`src/rtl/instr_fetch_unit.sv`:
```
// instr_fetch_unit: fetches the two instruction bytes at the core PC from a
// byte-wide program memory over a req/ack handshake. Presents them with a
// tag-compared valid flag and a stall, and flags memory that never acknowledges.
// Build option: define IFETCH_PREFETCH_EN to add a one-entry sequential
// prefetch buffer (tag+2/tag+3) so straight-line code advances without stalling.
module instr_fetch_unit #(
   parameter int unsigned WAIT_MAX = 15
) (
   input  logic       clk,
   input  logic       reset,
   input  logic [7:0] i_pc_addr,
   output logic [7:0] o_opcode1,
   output logic [7:0] o_opcode2,
   output logic       o_instr_valid,
   output logic       o_stall,
   output logic [7:0] o_mem_addr,
   output logic       o_mem_req,
   input  logic       i_mem_ack,
   input  logic [7:0] i_mem_rdata,
   output logic       o_fetch_err
);

   localparam int unsigned AW = 8;
   localparam int unsigned DW = 8;
   localparam int unsigned CW = 8;

   localparam logic [CW-1:0] WAIT_LIM = CW'(WAIT_MAX);

   localparam logic [2:0] S_IDLE     = 3'd0;
   localparam logic [2:0] S_FETCH_HI = 3'd1;
   localparam logic [2:0] S_GAP      = 3'd2;
   localparam logic [2:0] S_FETCH_LO = 3'd3;
   localparam logic [2:0] S_VALID    = 3'd4;

   // Main fetch registers
   logic [2:0]    r_state;
   logic [AW-1:0] r_tag;
   logic [DW-1:0] r_hi;
   logic [DW-1:0] r_lo;
   logic [CW-1:0] r_wait;
   logic          r_mem_req;
   logic [AW-1:0] r_mem_addr;
   logic          r_fetch_err;

   // Next-state values
   logic [2:0]    w_state_nxt;
   logic [AW-1:0] w_tag_nxt;
   logic [DW-1:0] w_hi_nxt;
   logic [DW-1:0] w_lo_nxt;
   logic [CW-1:0] w_wait_nxt;
   logic          w_req_nxt;
   logic [AW-1:0] w_addr_nxt;
   logic          w_err_nxt;

   logic [CW-1:0] w_wait_inc;
   logic          w_timeout;
   logic          w_tag_hit;

`ifdef IFETCH_PREFETCH_EN
   localparam logic [1:0] PF_IDLE = 2'd0;
   localparam logic [1:0] PF_HI   = 2'd1;
   localparam logic [1:0] PF_GAP  = 2'd2;
   localparam logic [1:0] PF_LO   = 2'd3;

   logic [1:0]    r_pf_st;
   logic [AW-1:0] r_pf_tag;
   logic [DW-1:0] r_pf_hi;
   logic [DW-1:0] r_pf_lo;
   logic          r_pf_full;

   logic [1:0]    w_pf_st_nxt;
   logic [AW-1:0] w_pf_tag_nxt;
   logic [DW-1:0] w_pf_hi_nxt;
   logic [DW-1:0] w_pf_lo_nxt;
   logic          w_pf_full_nxt;

   logic          w_pf_hit;
   logic          w_pf_keep;
   logic          w_pf_sel;
`endif

   // Handshake wait tracking and tag compare
   assign w_wait_inc = r_wait + CW'(1);
   assign w_timeout  = r_mem_req && !i_mem_ack && (w_wait_inc == WAIT_LIM);
   assign w_tag_hit  = (i_pc_addr == r_tag);

`ifdef IFETCH_PREFETCH_EN
   // Prefetch hit needs a completed buffer; keep an in-flight prefetch alive
   // while the core is on the current line or waiting on the prefetched one
   assign w_pf_hit  = r_pf_full && (i_pc_addr == r_pf_tag);
   assign w_pf_keep = w_tag_hit || (i_pc_addr == r_pf_tag);
   assign w_pf_sel  = (r_state == S_VALID) && !w_tag_hit && w_pf_hit;
`endif

   // Next-state and next-output decode
   always_comb begin
      w_state_nxt = r_state;
      w_tag_nxt   = r_tag;
      w_hi_nxt    = r_hi;
      w_lo_nxt    = r_lo;
      w_addr_nxt  = r_mem_addr;
      w_req_nxt   = 1'b0;
      w_err_nxt   = r_fetch_err;
      w_wait_nxt  = (r_mem_req && !i_mem_ack) ? w_wait_inc : '0;
`ifdef IFETCH_PREFETCH_EN
      w_pf_st_nxt   = r_pf_st;
      w_pf_tag_nxt  = r_pf_tag;
      w_pf_hi_nxt   = r_pf_hi;
      w_pf_lo_nxt   = r_pf_lo;
      w_pf_full_nxt = r_pf_full;
`endif
      case (r_state)
         S_IDLE: begin
            w_tag_nxt   = i_pc_addr;
            w_addr_nxt  = i_pc_addr;
            w_req_nxt   = 1'b1;
            w_state_nxt = S_FETCH_HI;
         end
         S_FETCH_HI: begin
            if (i_mem_ack) begin
               w_hi_nxt    = i_mem_rdata;
               w_state_nxt = S_GAP;
            end else if (w_timeout) begin
               w_err_nxt   = 1'b1;
               w_wait_nxt  = '0;
               w_state_nxt = S_IDLE;
            end else begin
               w_req_nxt = 1'b1;
            end
         end
         S_GAP: begin
            w_addr_nxt  = r_tag + AW'(1);
            w_req_nxt   = 1'b1;
            w_state_nxt = S_FETCH_LO;
         end
         S_FETCH_LO: begin
            if (i_mem_ack) begin
               w_lo_nxt    = i_mem_rdata;
               w_state_nxt = S_VALID;
            end else if (w_timeout) begin
               w_err_nxt   = 1'b1;
               w_wait_nxt  = '0;
               w_state_nxt = S_IDLE;
            end else begin
               w_req_nxt = 1'b1;
            end
         end
         S_VALID: begin
`ifdef IFETCH_PREFETCH_EN
            case (r_pf_st)
               PF_IDLE: begin
                  if (w_tag_hit) begin
                     if (!r_pf_full) begin
                        w_pf_tag_nxt = r_tag + AW'(2);
                        w_addr_nxt   = r_tag + AW'(2);
                        w_req_nxt    = 1'b1;
                        w_pf_st_nxt  = PF_HI;
                     end
                  end else if (w_pf_hit) begin
                     // Promote prefetch buffer; next prefetch starts next cycle
                     w_tag_nxt     = r_pf_tag;
                     w_hi_nxt      = r_pf_hi;
                     w_lo_nxt      = r_pf_lo;
                     w_pf_full_nxt = 1'b0;
                  end else begin
                     w_pf_full_nxt = 1'b0;
                     w_state_nxt   = S_IDLE;
                  end
               end
               PF_HI: begin
                  if (i_mem_ack) begin
                     w_pf_hi_nxt = i_mem_rdata;
                     if (w_pf_keep) begin
                        w_pf_st_nxt = PF_GAP;
                     end else begin
                        w_pf_st_nxt = PF_IDLE;
                        w_state_nxt = S_IDLE;
                     end
                  end else if (w_timeout) begin
                     w_err_nxt   = 1'b1;
                     w_wait_nxt  = '0;
                     w_pf_st_nxt = PF_IDLE;
                     w_state_nxt = S_IDLE;
                  end else begin
                     w_req_nxt = 1'b1;
                  end
               end
               PF_GAP: begin
                  if (w_pf_keep) begin
                     w_addr_nxt  = r_pf_tag + AW'(1);
                     w_req_nxt   = 1'b1;
                     w_pf_st_nxt = PF_LO;
                  end else begin
                     w_pf_st_nxt = PF_IDLE;
                     w_state_nxt = S_IDLE;
                  end
               end
               PF_LO: begin
                  if (i_mem_ack) begin
                     w_pf_lo_nxt = i_mem_rdata;
                     w_pf_st_nxt = PF_IDLE;
                     if (w_pf_keep) begin
                        w_pf_full_nxt = 1'b1;
                     end else begin
                        w_state_nxt = S_IDLE;
                     end
                  end else if (w_timeout) begin
                     w_err_nxt   = 1'b1;
                     w_wait_nxt  = '0;
                     w_pf_st_nxt = PF_IDLE;
                     w_state_nxt = S_IDLE;
                  end else begin
                     w_req_nxt = 1'b1;
                  end
               end
               default: begin
                  w_pf_st_nxt = PF_IDLE;
               end
            endcase
`else
            if (!w_tag_hit) begin
               w_state_nxt = S_IDLE;
            end
`endif
         end
         default: begin
            w_state_nxt = S_IDLE;
         end
      endcase
   end

   // State and datapath registers, synchronous active-high reset
   always_ff @(posedge clk) begin
      if (reset) begin
         r_state     <= S_IDLE;
         r_tag       <= '0;
         r_hi        <= '0;
         r_lo        <= '0;
         r_wait      <= '0;
         r_mem_req   <= 1'b0;
         r_mem_addr  <= '0;
         r_fetch_err <= 1'b0;
      end else begin
         r_state     <= w_state_nxt;
         r_tag       <= w_tag_nxt;
         r_hi        <= w_hi_nxt;
         r_lo        <= w_lo_nxt;
         r_wait      <= w_wait_nxt;
         r_mem_req   <= w_req_nxt;
         r_mem_addr  <= w_addr_nxt;
         r_fetch_err <= w_err_nxt;
      end
   end

`ifdef IFETCH_PREFETCH_EN
   // Prefetch buffer registers
   always_ff @(posedge clk) begin
      if (reset) begin
         r_pf_st   <= PF_IDLE;
         r_pf_tag  <= '0;
         r_pf_hi   <= '0;
         r_pf_lo   <= '0;
         r_pf_full <= 1'b0;
      end else begin
         r_pf_st   <= w_pf_st_nxt;
         r_pf_tag  <= w_pf_tag_nxt;
         r_pf_hi   <= w_pf_hi_nxt;
         r_pf_lo   <= w_pf_lo_nxt;
         r_pf_full <= w_pf_full_nxt;
      end
   end

   // Valid and opcodes follow the PC combinationally from either buffer
   assign o_instr_valid = (r_state == S_VALID) && (w_tag_hit || w_pf_hit);
   assign o_opcode1     = w_pf_sel ? r_pf_hi : r_hi;
   assign o_opcode2     = w_pf_sel ? r_pf_lo : r_lo;
`else
   // Valid follows the PC combinationally so stale bytes are never flagged
   assign o_instr_valid = (r_state == S_VALID) && w_tag_hit;
   assign o_opcode1     = r_hi;
   assign o_opcode2     = r_lo;
`endif

   assign o_stall     = ~o_instr_valid;
   assign o_mem_req   = r_mem_req;
   assign o_mem_addr  = r_mem_addr;
   assign o_fetch_err = r_fetch_err;

endmodule
```
`config.mk`:
```
export PLATFORM = sky130hd
export DESIGN_NAME = instr_fetch_unit
export DESIGN_NICKNAME = d
export VERILOG_FILES = /design/src/rtl/instr_fetch_unit.sv
export SDC_FILE = /design/constraint.sdc
export NUM_CORES = 1
export LEC_CHECK = 0
export CAP_MARGIN = 20
export CORE_MARGIN = 3
export CORE_UTILIZATION = 55
export CTS_BUF_LIST = sky130_fd_sc_hd__clkbuf_4
export CTS_CLUSTER_SIZE = 30
export DETAILED_ROUTE_END_ITERATION = 8
export PLACE_DENSITY_LB_ADDON = 0.1
export SLEW_MARGIN = 20
export SYNTH_ARGS = -nofsm -noshare
export SYNTH_HDL_FRONTEND = slang
export SYNTH_SLANG_ARGS = --single-unit
```
`constraint.sdc`:
```
create_clock -name clk -period 2.65 [get_ports clk]
set_input_delay 0.3975 -clock clk [delete_from_list [all_inputs] [get_ports clk]]
set_output_delay 0.3975 -clock clk [all_outputs]
set_load 0.005 [all_outputs]
```
==> out/results.tsv <==
metric	value	unit
status	completed	
top_usage_layer	met2	
timing.final.crit_share	0.9232	
max_freq	408.7	MHz
synth_most_common_cell	nand2_1	
whs_path_depth	3	
grt_max_degree	36	
yosysWarnings	0	
yosysUniqueCellTypes	43	
start_util	0.5940	
hold_class	in -> reg	
die-area	4547	um2
grtUsageMet1	0.2668	
critPathTopFamily	simple AND/OR/NAND/NOR gates	
h-tree-depth	2	
grt_use_met3	0.04326	
cts_num_sinks	45	
clk_latency	0.35	ns
min_period	2.447	ns
cp_num_cells	6	
p_leak	0.9392	nW
wirelength	4404	um
yosysSeqAreaShare	0.4340	
crit_arrival	2.05	ns
max_slew.worst_pin.slew	0.6168	ns
diodes	0	
grt_remaining_overflow	0	
reg2reg_setup_slack	0.84	ns
worst_ep_required_time	2.25	ns
synth_area_leader_cell	dfxtp_1	
power.density	498.8	nW/um2
gp_congestion	0.8131	
hold_start	i_pc_addr[7]	
end_kind	output pin	
cts_tree	built	
synthArstFlopShare	0	
p_clk_frac	0.250	
area_growth	24.47	%
p_sw	0.0003620	W
skew	0.006636	ns
path_buf_inv	2	
viasPerCell	5.411	
rr_startpoint	r_wait[0]	
switching_share	0.2809	
root_buffer	clkbuf_4	
p_int	0.0009267	W
io_buffer_count	46	
dp_hpwl	3138	um
slowest_delay	0.45	ns
slew_headroom	0.5880	
fp-row-count	21	
cp_cell_sequence	xor2_1 > nor4_2 > nand4_1 > or4_4 > inv_1 > dlygate4sd2_1	
postRouteAntennaNets	0	
dr.pass1.iters	4	
grt_usage	0.2078	
vdd_drop_max	0.3593	mV
die_h	67.44	um
layout-drive-gt1-share	0.08219	
crit_start	r_tag[7]	
synth_ff_type	dfxtp_1	
maxSlewViolCount	0	
drc	0	
synth-seq-cells	45	
critPathKind	reg -> out	
clk_pin_slew	0.12	ns
setup_viol	0	
maxCapViolCount	0	
vias	1829	
grt_pass1_vias	1591	
chipWidth	67.44	um
antenna_found_initial	0	
slowest_stage	or4_4	
numCtsBuffers	5	
combPwrFrac	0.172	
placedInstanceArea	2524	um2
synth_top_cell_area_share	0.4340	
yosys-top-cells-count	nand2_1 (48), dfxtp_1 (45), a21oi_1 (29), nor2_1 (19), o21ai_0 (11)	
fin_area	2584	um2
syn-instance-count	247	
syn_avg_cell_area	8.404	um2
fillers	289	
finalPower	0.001289	W
reg2reg_depth	6	
core	3495	um2
hold_end	r_tag[7]	
seq_power_share	0.578	
syn_nets	269	
crit_path_max_fanout	3	
synth-edff-count	0	
io_pins	47	
met2_usage	0.3350	
synthTopCellsByArea	dfxtp_1 (43%), nand2_1 (8.7%), a21oi_1 (7.0%), xnor2_1 (4.2%), xor2_1 (4.2%)	
drt-initial-drc-count	126	
crit_path_start_kind	flop	
syn-cell-area	2076	um2
r2r_end	r_wait[3]	
rsz0062_at_grt	false	
cts_buffer_depth	2	
hold_violations	0	
nNetsFinal	313	
grt_pass1_wl	7189	um
drt-wirelength-per-cell	13.03	um
-- power by group through the flow --
stage               combinational [W]  clock, W  sequential [W]
CTS                          0.000222  0.000325        0.000745
global route                 0.000248  0.000352        0.000751
finish                       0.000222  0.000322        0.000745
floorplan                    0.000133         0        0.000755
global placement             0.000220         0        0.000758
detailed placement           0.000222         0        0.000759
-- routing by layer --
layer  vias up  part of all wire
met5         -                 0
met4         0             0.020
met3         9             0.052
met2        50              0.46
met1       838              0.47
li1        932                 -
-- state kept, by name, indices dropped and copies added, names as in the netlist --
register,count
o_mem_req,1
o_mem_addr,8
o_opcode2,8
r_tag,8
r_wait,8
o_fetch_err,1
o_opcode1,8
r_state,3
-- metrics by stage --
| step | setup WS (ns) | TNS (ns) | std cells | util | hold WS, ns |
|---|---|---|---|---|---|
| finish | 0.2034 | 0 | 338 | 0.7393 | 0.3841 |
| global route | 0.1060 | 0 | 338 | 0.7393 | 0.4123 |
| CTS | 0.0001534 | 0 | 338 | 0.7365 | 0.4459 |
| detailed placement | -0.2232 | -0.3409 | 330 | 0.7222 | 0.4458 |
| global placement | -0.09322 | -0.09373 | 330 | 0.7222 | 0.4412 |
| floorplan | 0.8470 | 0 | 247 | - | 0.4483 |
-- cells by family after synthesis --
kind of cell | synth area share
AOI/OAI and AO/OA | 0.1766
xor gates and xnor gates | 0.08438
and+or+nand+nor | 0.2128
DFF | 0.4340
adders and majority gates | 0.01809
muxes | 0.009645
buffers and inverters | 0.06450
-- layout make-up --
class,count,area (um2),area share
multi-input combinational,181,1047,0.4053
sequential,45,903.4,0.3496
timing repair buffer,51,494.2,0.1913
tap,46,57.56,0.02228
clock buffer,5,37.54,0.01453
inverter,7,26.28,0.01017
clock inverter,3,17.52,0.006780
-- worst max path at each step --
stage	endpoint	slack [ns]
2_1_floorplan	o_instr_valid	0.85
3_3_place_gp	o_instr_valid	-0.09
3_5_place_dp	o_instr_valid	-0.22
4_1_cts	o_instr_valid	0.0002
5_1_grt	o_instr_valid	0.11
6_report	o_instr_valid	0.20
-- what timing repair did --
| action | CTS | global route |
|---|---|---|
| hold buffers | 0 | 0 |
| setup endpoints to repair | 2 | 2 |
| buffers inserted | 0 | 0 |
| pin swaps | 3 | 3 |
| gates resized for setup | 6 | 3 |
-- cell usage in the layout (no fill, tap or decap), types with 5 or more instances in the layout --
master	synthesis	final
nand2_1	48	48
o21ai_0	11	11
nor2_1	19	19
dfxtp_1	45	43
buf_4	0	5
nand3_1	8	8
a21oi_1	29	29
dlygate4sd2_1	0	5
clkdlybuf4s50_1	0	40
a211oi_1	9	9
xor2_1	10	10
inv_1	7	7
xnor2_1	10	10
clkbuf_4	0	5
-- worst reg2reg max path, cell delays in order, from the launching register on --
cell and delay, ns:
dfxtp_1 0.42, ha_1 0.24, and4_1 0.24, nand3_1 0.08, a211oi_1 0.19, and3_1 0.38, a211oi_1 0.13
Note: power is estimated with default switching activity, not from simulation.
